## config.mk

```make
export PLATFORM = sky130hd
export DESIGN_NAME = mem_port_arbiter
export DESIGN_NICKNAME = d
export VERILOG_FILES = /design/src/rtl/mem_port_arbiter.sv
export SDC_FILE = /design/constraint.sdc
export NUM_CORES = 1
export LEC_CHECK = 0
export CAP_MARGIN = 0
export CELL_PAD_IN_SITES_DETAIL_PLACEMENT = 1
export CELL_PAD_IN_SITES_GLOBAL_PLACEMENT = 1
export CORE_ASPECT_RATIO = 2
export CORE_MARGIN = 5
export CORE_UTILIZATION = 30
export DETAILED_ROUTE_END_ITERATION = 8
export PLACE_DENSITY_LB_ADDON = 0.1
export SLEW_MARGIN = 20
export SYNTH_ARGS = -nofsm -noshare
export SYNTH_HDL_FRONTEND = slang
export SYNTH_SLANG_ARGS = --single-unit
```

## constraint.sdc

```tcl
create_clock -name clk -period 3.8 [get_ports clk]
set_clock_uncertainty 0.2 [all_clocks]
set_input_delay 0.76 -clock clk [delete_from_list [all_inputs] [get_ports clk]]
set_output_delay 0.76 -clock clk [all_outputs]
set_load 0.01 [all_outputs]
```

## src/rtl/mem_port_arbiter.sv

```systemverilog
// -----------------------------------------------------------------------------
// mem_port_arbiter
//
// Shares the single unified instruction/data memory of the multi-cycle
// processor between the CPU port and a debug/loader port. One access is in
// flight at a time. On contention the requester that did not win last time is
// granted. Each access completes with a one-cycle ack and registered read data.
//
// The CPU controller holds its fetch/load/store state until cpu_ack, so any
// cycles spent waiting here look like ordinary stall cycles to the CPU.
//
// Parameters
//   AW       address width, both requesters and the memory
//   DW       data width
//   MEM_LAT  memory read latency in cycles (must be >= 1)
//
// Ports
//   clk                     single clock, all state updates on posedge
//   rst                     synchronous reset, active-low (0 = reset)
//   cpu_req / dbg_req       access request, held until the matching ack
//   cpu_we / dbg_we         1 = write, 0 = read
//   cpu_addr / dbg_addr     requester address
//   cpu_wdata / dbg_wdata   requester write data
//   cpu_rdata / dbg_rdata   registered read data, valid with the ack
//   cpu_ack / dbg_ack       one-cycle completion pulse
//   mem_addr / mem_wdata    memory address and write data (0 outside ACCESS)
//   mem_read / mem_write    memory strobes
//   mem_rdata               memory read data, MEM_LAT cycles after mem_read
//   busy                    1 while an access is in ACCESS or DONE
//   owner                   0 = CPU, 1 = debug; 0 whenever busy = 0
// -----------------------------------------------------------------------------
module mem_port_arbiter #(
    parameter int AW      = 12,
    parameter int DW      = 16,
    parameter int MEM_LAT = 1
) (
    input  logic          clk,
    input  logic          rst,

    input  logic          cpu_req,
    input  logic          cpu_we,
    input  logic [AW-1:0] cpu_addr,
    input  logic [DW-1:0] cpu_wdata,
    output logic [DW-1:0] cpu_rdata,
    output logic          cpu_ack,

    input  logic          dbg_req,
    input  logic          dbg_we,
    input  logic [AW-1:0] dbg_addr,
    input  logic [DW-1:0] dbg_wdata,
    output logic [DW-1:0] dbg_rdata,
    output logic          dbg_ack,

    output logic [AW-1:0] mem_addr,
    output logic [DW-1:0] mem_wdata,
    output logic          mem_read,
    output logic          mem_write,
    input  logic [DW-1:0] mem_rdata,

    output logic          busy,
    output logic          owner
);

    typedef enum logic [1:0] {
        S_IDLE   = 2'd0,
        S_ACCESS = 2'd1,
        S_DONE   = 2'd2
    } state_t;

    // Owner encoding shared by owner_q and last_owner_q.
    localparam logic OWN_CPU = 1'b0;
    localparam logic OWN_DBG = 1'b1;

    // The counter clears on entry to ACCESS and stops at MEM_LAT-1, so it
    // never wraps.
    localparam int            CW       = $clog2(MEM_LAT + 1);
    localparam logic [CW-1:0] CNT_LAST = CW'(MEM_LAT - 1);
    localparam logic [CW-1:0] CNT_ONE  = CW'(1);

    state_t        state_q,      state_d;
    logic [CW-1:0] cnt_q,        cnt_d;
    logic          last_owner_q, last_owner_d;
    logic          owner_q,      owner_d;
    logic          we_q,         we_d;
    logic [AW-1:0] addr_q,       addr_d;
    logic [DW-1:0] wdata_q,      wdata_d;
    logic [DW-1:0] cpu_rdata_q,  cpu_rdata_d;
    logic [DW-1:0] dbg_rdata_q,  dbg_rdata_d;
    logic          grant_dbg;

    // -------------------------------------------------------------------------
    // Next-state logic
    // -------------------------------------------------------------------------
    always_comb begin
        // NOTE: every signal written here gets a default first, so no path
        // leaves it unassigned and no latch is inferred.
        state_d      = state_q;
        cnt_d        = cnt_q;
        last_owner_d = last_owner_q;
        owner_d      = owner_q;
        we_d         = we_q;
        addr_d       = addr_q;
        wdata_d      = wdata_q;
        cpu_rdata_d  = cpu_rdata_q;
        dbg_rdata_d  = dbg_rdata_q;
        grant_dbg    = 1'b0;

        unique case (state_q)
            S_IDLE: begin
                if (cpu_req || dbg_req) begin
                    // Debug wins when it is alone, or when both ask and the
                    // CPU was served last.
                    grant_dbg    = dbg_req && (!cpu_req || (last_owner_q == OWN_CPU));
                    owner_d      = grant_dbg;
                    last_owner_d = grant_dbg;
                    we_d         = grant_dbg ? dbg_we    : cpu_we;
                    addr_d       = grant_dbg ? dbg_addr  : cpu_addr;
                    wdata_d      = grant_dbg ? dbg_wdata : cpu_wdata;
                    cnt_d        = '0;
                    state_d      = S_ACCESS;
                end
            end

            S_ACCESS: begin
                if (cnt_q == CNT_LAST) begin
                    // Only the value present at the end of the last ACCESS
                    // cycle is captured; writes leave both rdata registers.
                    if (!we_q) begin
                        if (owner_q == OWN_DBG) dbg_rdata_d = mem_rdata;
                        else                    cpu_rdata_d = mem_rdata;
                    end
                    state_d = S_DONE;
                end else begin
                    cnt_d = cnt_q + CNT_ONE;
                end
            end

            S_DONE: begin
                // A request still high here is only looked at again in IDLE.
                state_d = S_IDLE;
            end

            default: begin
                state_d = S_IDLE;
            end
        endcase
    end

    // -------------------------------------------------------------------------
    // State registers
    // -------------------------------------------------------------------------
    always_ff @(posedge clk) begin
        // NOTE: registers use non-blocking assignments so every flop samples
        // the pre-edge values, independent of statement order.
        if (!rst) begin
            state_q      <= S_IDLE;
            cnt_q        <= '0;
            last_owner_q <= OWN_DBG;
            owner_q      <= OWN_CPU;
            we_q         <= 1'b0;
            addr_q       <= '0;
            wdata_q      <= '0;
            cpu_rdata_q  <= '0;
            dbg_rdata_q  <= '0;
        end else begin
            state_q      <= state_d;
            cnt_q        <= cnt_d;
            last_owner_q <= last_owner_d;
            owner_q      <= owner_d;
            we_q         <= we_d;
            addr_q       <= addr_d;
            wdata_q      <= wdata_d;
            cpu_rdata_q  <= cpu_rdata_d;
            dbg_rdata_q  <= dbg_rdata_d;
        end
    end

    // -------------------------------------------------------------------------
    // Outputs (decoded from registered state only)
    // -------------------------------------------------------------------------
    logic in_access;
    logic in_done;

    assign in_access = (state_q == S_ACCESS);
    assign in_done   = (state_q == S_DONE);

    // The address and data buses stay at 0 outside ACCESS.
    assign mem_addr  = in_access ? addr_q  : '0;
    assign mem_wdata = in_access ? wdata_q : '0;
    assign mem_read  = in_access && !we_q;
    // A write is strobed once, in the first ACCESS cycle.
    assign mem_write = in_access && we_q && (cnt_q == '0);

    assign cpu_ack   = in_done && (owner_q == OWN_CPU);
    assign dbg_ack   = in_done && (owner_q == OWN_DBG);
    assign cpu_rdata = cpu_rdata_q;
    assign dbg_rdata = dbg_rdata_q;

    assign busy      = in_access || in_done;
    assign owner     = busy && owner_q;

endmodule
```

## Yosys cells after proc, flatten, opt, wreduce, memory -nomap -nowiden

Cells that the tools add are included.

| operators by class | value |
|---|---|
| reduce and logical (&&, ||, !) cells | 19 |
| bitwise gates (word level) | 4 |
| mux-type cells | 11 |
| equal/unequal tests | 4 |
| add/subtract/negate cells | 1 |

Operator list:

| cell | count |
|---|---|
| 16-bit 2-to-1 mux | 2 |
| 12-bit 2-to-1 mux | 2 |
| 4-bit AND reduction | 2 |
| 1-bit logical AND | 7 |
| 2-bit AND reduction | 3 |
| 2-bit 2-to-1 mux | 2 |
| 2-bit inequality test, second input constant | 2 |
| 1-bit NOT | 4 |
| 2-bit one-hot mux with 2 select lines | 1 |
| 1-bit logical OR | 3 |
| 1-bit 2-to-1 mux | 3 |
| 2-bit by 1-bit == test with 1-bit output, second input constant | 1 |
| 2-bit == test, second input constant | 1 |
| 1-bit zero test | 2 |
| 2-bit zero test | 1 |
| 1-bit one-hot mux with 2 select lines | 1 |
| 2-bit nonzero test | 1 |
| 1-bit adder, second input constant | 1 |

| word-level totals | value |
|---|---|
| logic and storage cells | 48 |
| input bits | 78 |
| bits in registers | 66 |

## Depth between registers and ports, before layout

Gate-level depths: netlist (run 1).

| depth | value |
|---|---|
| depth in word-level cells | 4 |
| gate-level depth with buffers | 7 |
| mapped depth without buffers | 5 |

## Least setup slack after synthesis (run 1)

OpenSTA, ideal clock, no wires.

| timing | value |
|---|---|
| path type | reg2out |
| from | register state_q[1] |
| to | output port mem_addr[0] |
| arrival time | 1137 ps |
| path slack | 1703 ps |
| path buffers | 2 |
| cell stages (with the launch flop) | 6 |
| required time | 2840 ps |
| cells stage by stage | dfxtp_1 inv_1 ha_1 clkbuf_1 clkbuf_1 and2_1 |

| on the way | value |
|---|---|
| cells in the longest elaborated chain, start to end | 2 |

RTL lines:

| element | RTL line | RTL |
|---|---|---|
| start, declared | 80 | `state_t state_q, state_d;` |
| start signal, assigned | 166 | `state_q <= state_d;` |
| 2-bit by 1-bit == test with 1-bit output | 184 | `assign in_access = (state_q == S_ACCESS);` |
| 12-bit 2-to-1 mux | 188 | `assign mem_addr = in_access ? addr_q : '0;` |
| end, declared | 54 | `output logic [AW-1:0] mem_addr,` |

No other way between the ends.

## Worst setup path in the final report (run 1)

| timing | value |
|---|---|
| from | register state_q[1] |
| to | output port mem_wdata[3] |

| on the way | value |
|---|---|
| cells in the longest elaborated chain, start to end | 2 |

RTL lines:

| element | RTL line | RTL |
|---|---|---|
| 2-bit by 1-bit == test with 1-bit output | 184 |  |
| 16-bit 2-to-1 mux | 189 | `assign mem_wdata = in_access ? wdata_q : '0;` |
| end, declared | 55 | `output logic [DW-1:0] mem_wdata,` |

No other way between the ends.

==> impl_metrics.csv, run 1 <==
group,metric,value,unit
outcome,status,"finished clean",
pwr,p_leak,0.00173,uW
pwr,ir_drop,227,uV
setup_path,cp-start-kind,"flip-flop",
pwr,p_sw,520,uW
synthesis,syn_avg_cell_area,7.97,sq um
pwr,power_frac_clock,0.396,
synthesis,ys_top_cells_by_area,"dfxtp_1 45%, nand2_1 12%, a21oi_1 10%, and2_1 6.7%, a21boi_0 5.5%",
sta,setup_viol,0,
setup_path,rrSetupSlack,1.67,ns
pwr,p_comb_frac,0.208,
setup_path,critical_path_class,"reg -> out",
clock_tree,h-tree-depth,3,
setup_path,reg2regPathDepth,6,
synthesis,synth_cell_types,27,
clock_tree,ctsHoldBuffers,0,
die,die_y,149,um
synthesis,synthArstFlopShare,0,
sta,fmax,337,MHz
sta,slew_violations,0,
final_layout,fillCellCount,1124,
detailed_routing,routed_wl,9970,um
placed_design,portBuffers,143,
setup_path,arrival,2.01,ns
detailed_routing,drt_iter0_markers,95,
clock_tree,numCtsBuffers,9,
synthesis,synth_largest_area_cell,"dfxtp_1",
die,rows,50,
synthesis,yosysWarningCount,0,
worst_hold_path,holdPathEnd,"cpu_rdata[12]",
setup_path,crit_fanout,24,
die,ios,144,
final_layout,fin_nets,573,
detailed_routing,wl_per_cell,16.6,um
clock_tree,tritoncts,"yes",
setup_path,cp_slowest_cell,"clkdlybuf4s50_1",
final_layout,num_antenna_cells,0,
pwr,power_density,427,nW/um^2
synthesis,postSynthCellCount,362,
clock_tree,clk_pin_slew,0.05,ns
global_route,grt_max_degree,66,
setup_path,endpoint_kind,"output pin",
placed_design,dp_hpwl,7290,um
sta,hold_violations,0,
final_layout,final_layout_size_suffix_gt1_frac,0.0485,
synthesis,synthXorXnorAreaFrac,0,
clock_tree,root_buffer,"clkbuf_16",
global_route,grt_pass1_wl,15600,um
setup_path,required,2.84,ns
synthesis,yosysMostFrequentCell,"nand2_1",
final_layout,areaGrowthSynthToFinish,59.6,%
synthesis,ys_seq_area_frac,0.451,
synthesis,yosysTopAreaCellShare,0.451,
sta,slew_headroom,0.330,
detailed_routing,num_vias,2971,
worst_hold_path,hold-path-cell-count,2,
sta,setup_tns,0,ns
clock_tree,cts_sinks,65,
setup_path,cp_cell_sequence,"inv_1, ha_1, buf_4, and2_1, clkdlybuf4s50_1",
die,dieArea,11800,sq um
clock_tree,clk_latency,0.32,ns
setup_path,r2r_start,"state_q[0]",
global_route,globalRouteOverflowTotal,0,
synthesis,synth_top_family_by_area,"compound AO/OA/AOI/OAI gates",
detailed_routing,vias_per_cell,4.96,
clock_tree,cts_setup_buffers,0,
pwr,pwr-share-seq,0.396,
sta,layout_setup_ws,0.831,ns
global_route,grt_use_total,0.171,
clock_tree,cts.path.max_buffers,2,
placed_design,dp_worst_setup_slack,0.945,ns
synthesis,ys_seq_elements,65,
flow_run,max_cap_viol_count,0,
global_route,grt_antenna_before_repair,0,
pwr,intPower,1450,uW
detailed_routing,drtPass1Iterations,4,
setup_path,max_stage_delay,0.54,ns
synthesis,synth_fa_ha_area_frac,0.0173,
synthesis,ys.flop_type,"dfxtp_1",
sta,worst_pin_slew,1.01,ns
synthesis,syn_area,2890,sq um
synthesis,synth-simple-area-share,0.218,
worst_hold_path,worstHoldStart,"cpu_rdata[12]",
synthesis,synth_edf_count,0,
sta,whs,0.252,ns
setup_path,r2r-end,"addr_q[5]",
die,start_util,0.308,
synthesis,muxShareOfSynthArea,0.00347,
synthesis,synth_nets,444,
detailed_routing,drc_errors,0,
pwr,netSwitchingFraction,0.264,
sta,period_share,0.781,
synthesis,synth_compound_area_frac,0.254,
global_route,grt_pass1_vias,3166,
sta,grt_setup_unrepaired,"false",
worst_hold_path,hold_path.class,"reg -> reg",
sta,finalCriticalPeriod,2.97,ns
detailed_routing,antenna_left,0,
synthesis,synth_common_cells,"93 x nand2_1, 65 x dfxtp_1, 59 x a21oi_1",
clock_tree,cts_resized,0,
placed_design,gp_congestion,0.769,
die,coreArea,9380,sq um
die,fp.dieW,79.4,um
-- state kept, by name (all words and copies together), names as in the netlist --
signal / count
addr_q: 12
cpu_rdata: 16
dbg_rdata: 16
last_owner_q: 1
owner_q: 1
state_q: 2
wdata_q: 16
we_q: 1
-- routing by layer --
metal / share of wire / GRT usage / up-vias
li1: - / - / 1457
met1: 0.36 / 0.169 / 1396
met2: 0.55 / 0.316 / 105
met3: 0.073 / 0.0606 / 13
met4: 0.018 / 0.0706 / 0
met5: 0 / 0 / -
-- cell usage in the layout, fill, tap and decap left out, types with 2 or more instances in the layout --
cell type | synthesis | layout
a21boi_0 | 21 | 21
o21ai_0 | 25 | 25
a21oi_1 | 59 | 59
buf_4 | 4 | 4
clkdlybuf4s50_1 | 0 | 142
o21ai_1 | 6 | 5
dfxtp_1 | 65 | 65
inv_1 | 2 | 2
and2_1 | 31 | 31
clkbuf_8 | 0 | 3
nand2_1 | 93 | 93
ha_1 | 4 | 4
nor2b_1 | 4 | 4
a21boi_1 | 12 | 11
clkbuf_16 | 0 | 9
-- worst max path at each step --
stage	depth (start not counted)	endpoint	slack, ns	from
after CTS	5	mem_wdata[3]	0.80	state_q[1]
after global placement	5	addr_q[6]	1.04	cpu_req
final	5	mem_wdata[3]	0.83	state_q[1]
after detailed placement	5	addr_q[5]	0.95	cpu_req
after floorplan	5	mem_addr[0]	1.70	state_q[1]
after global routing	5	mem_wdata[0]	0.72	state_q[1]
-- cells by family after synthesis --
group / Yosys count
flip-flops: 65
adder cells (fa/ha/maj): 4
buffers and inverters: 31
AO/OA/AOI/OAI: 127
multiplexers: 1
AND/OR/NAND/NOR: 134
-- critical path: cells and delay by family, from the launching register on --
kind                       cells  cell delay, ns
and+or+nand+nor                1            0.19
DFF                            1            0.32
buffers and inverters          3            0.92
adders and majority gates      1            0.25
-- cell type report --
| class | instances | area, sq um | share of cell area |
|---|---|---|---|
| Clock inverter | 2 | 12.5 | 0.00272 |
| Inverter | 2 | 7.51 | 0.00163 |
| Multi-Input combinational cell | 266 | 1430 | 0.310 |
| Timing Repair Buffer | 147 | 1460 | 0.316 |
| Tap cell | 104 | 130 | 0.0282 |
| Sequential cell | 65 | 1300 | 0.282 |
| Clock buffer | 13 | 270 | 0.0586 |
-- power by group through the flow --
| stage | registers, uW | logic [uW] | clock network (uW) |
|---|---|---|---|
| after floorplan | 788 | 204 | 0 |
| after global placement | 790 | 408 | 0 |
| after detailed placement | 793 | 416 | 0 |
| after CTS | 779 | 418 | 800 |
| after global routing | 786 | 452 | 830 |
| final | 778 | 410 | 779 |
-- through the flow --
stage	total power, uW	util	instance area [sq um]	cells
6_report	1970	0.491	4610	599
5_1_grt	2070	0.491	4610	599
4_1_cts	2000	0.491	4610	599
3_5_place_dp	1210	0.461	4330	584
3_3_place_gp	1200	0.461	4330	584
2_1_floorplan	992	-	2890	362
Note: power is estimated with default switching activity, not from simulation.
==> run 2: changes to the inputs <==
--- a/config.mk
+++ b/config.mk
@@ -10,7 +10,7 @@
 export CELL_PAD_IN_SITES_GLOBAL_PLACEMENT = 1
 export CORE_ASPECT_RATIO = 2
 export CORE_MARGIN = 5
-export CORE_UTILIZATION = 30
+export CORE_UTILIZATION = 25
 export DETAILED_ROUTE_END_ITERATION = 8
 export PLACE_DENSITY_LB_ADDON = 0.1
 export SLEW_MARGIN = 20
==> constraint.sdc (replaced) <==
create_clock -name clk -period 2.6 [get_ports clk]
set_clock_uncertainty 0.2 [all_clocks]
set_input_delay 0.52 -clock clk [delete_from_list [all_inputs] [get_ports clk]]
set_output_delay 0.52 -clock clk [all_outputs]
set_load 0.01 [all_outputs]
==> impl_metrics.csv, run 2 (synthesis gave the netlist of run 1 again) <==
group,metric,value,unit
setup_path,cp_cell_sequence,"inv_1, ha_1, and2_1, clkdlybuf4s50_1",
die,ios,144,
sta,worst_pin_slew,0.652,ns
pwr,intPower,2200,uW
clock_tree,cts_sinks,65,
detailed_routing,drtPass1Iterations,4,
die,fp.dieW,86.0,um
detailed_routing,antenna_left,0,
clock_tree,tritoncts,"yes",
setup_path,cp-start-kind,"flip-flop",
flow_run,max_cap_viol_count,0,
setup_path,path_delay_family,"buffers and inverters",
pwr,fin_total_pwr,2970,uW
global_route,globalRouteOverflowTotal,0,
die,dieArea,13900,sq um
final_layout,fin_nets,577,
setup_path,endpoint_kind,"output pin",
final_layout,seq_area,1300,sq um
sta,fmax,404,MHz
final_layout,num_antenna_cells,0,
die,rows,55,
die,start_util,0.254,
setup_path,required,1.88,ns
detailed_routing,wl_per_cell,16.0,um
setup_path,critical_path_class,"reg -> out",
pwr,p_comb_frac,0.207,
pwr,pwr-share-seq,0.385,
global_route,grt_pass1_wl,16300,um
sta,finalCriticalPeriod,2.48,ns
sta,hold_violations,0,
detailed_routing,drc_errors,0,
clock_tree,h-tree-depth,3,
worst_hold_path,hold_path.class,"reg -> reg",
final_layout,postLayoutCellArea,4740,sq um
placed_design,portBuffers,143,
final_layout,multi_input_area,1440,sq um
setup_path,max_stage_delay,0.53,ns
setup_path,cp_slowest_cell,"clkdlybuf4s50_1",
detailed_routing,num_vias,2991,
detailed_routing,routed_wl,10200,um
detailed_routing,drt_iter0_markers,59,
pwr,p_sw,769,uW
sta,slew_headroom,0.565,
pwr,netSwitchingFraction,0.259,
setup_path,crit_buf_inv,2,
die,die_y,162,um
final_layout,areaGrowthSynthToFinish,64.2,%
clock_tree,ctsHoldBuffers,0,
pwr,p_leak,0.00176,uW
outcome,status,"finished clean",
final_layout,final_layout_size_suffix_gt1_frac,0.0621,
final_layout,fillCellCount,1351,
global_route,grt_use_total,0.151,
clock_tree,cts_resized,1,
global_route,grt_max_degree,30,
clock_tree,clk_pin_slew,0.05,ns
pwr,ir_drop,279,uV
setup_path,arrival,1.76,ns
sta,setup_viol,0,
final_layout,final_cell_mix,"142 x clkdlybuf4s50_1, 93 x nand2_1, 64 x dfxtp_1",
sta,slew_violations,0,
sta,grt_setup_unrepaired,"false",
clock_tree,cts.path.max_buffers,2,
detailed_routing,vias_per_cell,4.67,
global_route,grt_antenna_before_repair,0,
clock_tree,numCtsBuffers,9,
final_layout,final_common_cell,"clkdlybuf4s50_1",
clock_tree,root_buffer,"clkbuf_16",
placed_design,dp_hpwl,7580,um
die,coreArea,11400,sq um
pwr,power_density,626,nW/um^2
setup_path,crit_fanout,4,
clock_tree,clk_latency,0.33,ns
placed_design,placed_area,4430,sq um
placed_design,gp_congestion,0.724,
clock_tree,cts_setup_buffers,0,
pwr,power_frac_clock,0.408,
sta,period_share,0.952,
global_route,grt_pass1_vias,3192,
run 2: layout make-up:
class / instances / share of cell area
sequential: 65 / 0.275
tap: 142 / 0.0375
inverter: 2 / 0.00158
multi-input combinational: 266 / 0.304
clock inverter: 3 / 0.00845
timing repair buffer: 151 / 0.319
clock buffer: 12 / 0.0541
run 2: worst reg2reg max path, delay by kind of cell (launching register included):
| family | cells | cell delay (ns) |
|---|---|---|
| AO/OA/AOI/OAI | 1 | 0.22 |
| adder cells (fa/ha/maj) | 1 | 0.26 |
| buffers and inverters | 1 | 0.10 |
| AND/OR/NAND/NOR | 2 | 0.73 |
| flip-flops | 1 | 0.33 |
run 2: metal layers:
layer	GRT usage	part of all wire	wire length (um)
met1	0.158	0.38	3930
met2	0.275	0.53	5430
met3	0.0452	0.068	691
met4	0.0605	0.018	181
met5	0	0	0
run 2: power groups by stage:
stage | Combinational [uW] | Clock (uW) | Sequential [uW]
after floorplan | 299 | 0 | 1150
after global placement | 609 | 0 | 1160
after detailed placement | 623 | 0 | 1160
after CTS | 628 | 1260 | 1140
after global routing | 681 | 1290 | 1150
final | 614 | 1210 | 1140
run 2: stage by stage:
stage / hold WS [ns] / worst slack (ns) / TNS, ns / utilization / instances
finish: 0.254 / 0.124 / 0 / 0.417 / 641
global route: 0.284 / 0.0141 / 0 / 0.417 / 641
CTS: 0.260 / -0.00534 / -0.00560 / 0.416 / 641
detailed placement: 0.253 / 0.350 / 0 / 0.390 / 626
global placement: 0.243 / 0.398 / 0 / 0.390 / 626
floorplan: 0.279 / 0.743 / 0 / - / 362
run 2: path summary, 6_finish.rpt:
path | from | to | slack [ns] | cells after the start
min | cpu_rdata[6] | cpu_rdata[6] | 0.25 | 2
max reg2reg | state_q[1] | dbg_rdata[3] | 0.68 | 5
min reg2reg | cpu_rdata[6] | cpu_rdata[6] | 0.25 | 2
max | state_q[0] | owner | 0.12 | 4
==> run 3: changes to the inputs <==
--- a/config.mk
+++ b/config.mk
@@ -5,7 +5,7 @@
 export SDC_FILE = /design/constraint.sdc
 export NUM_CORES = 1
 export LEC_CHECK = 0
-export CAP_MARGIN = 0
+export CAP_MARGIN = 20
 export CELL_PAD_IN_SITES_DETAIL_PLACEMENT = 1
 export CELL_PAD_IN_SITES_GLOBAL_PLACEMENT = 1
 export CORE_ASPECT_RATIO = 2
==> results of run 3 <==
Final layout, timing and power as in run 2 (identical DEF).
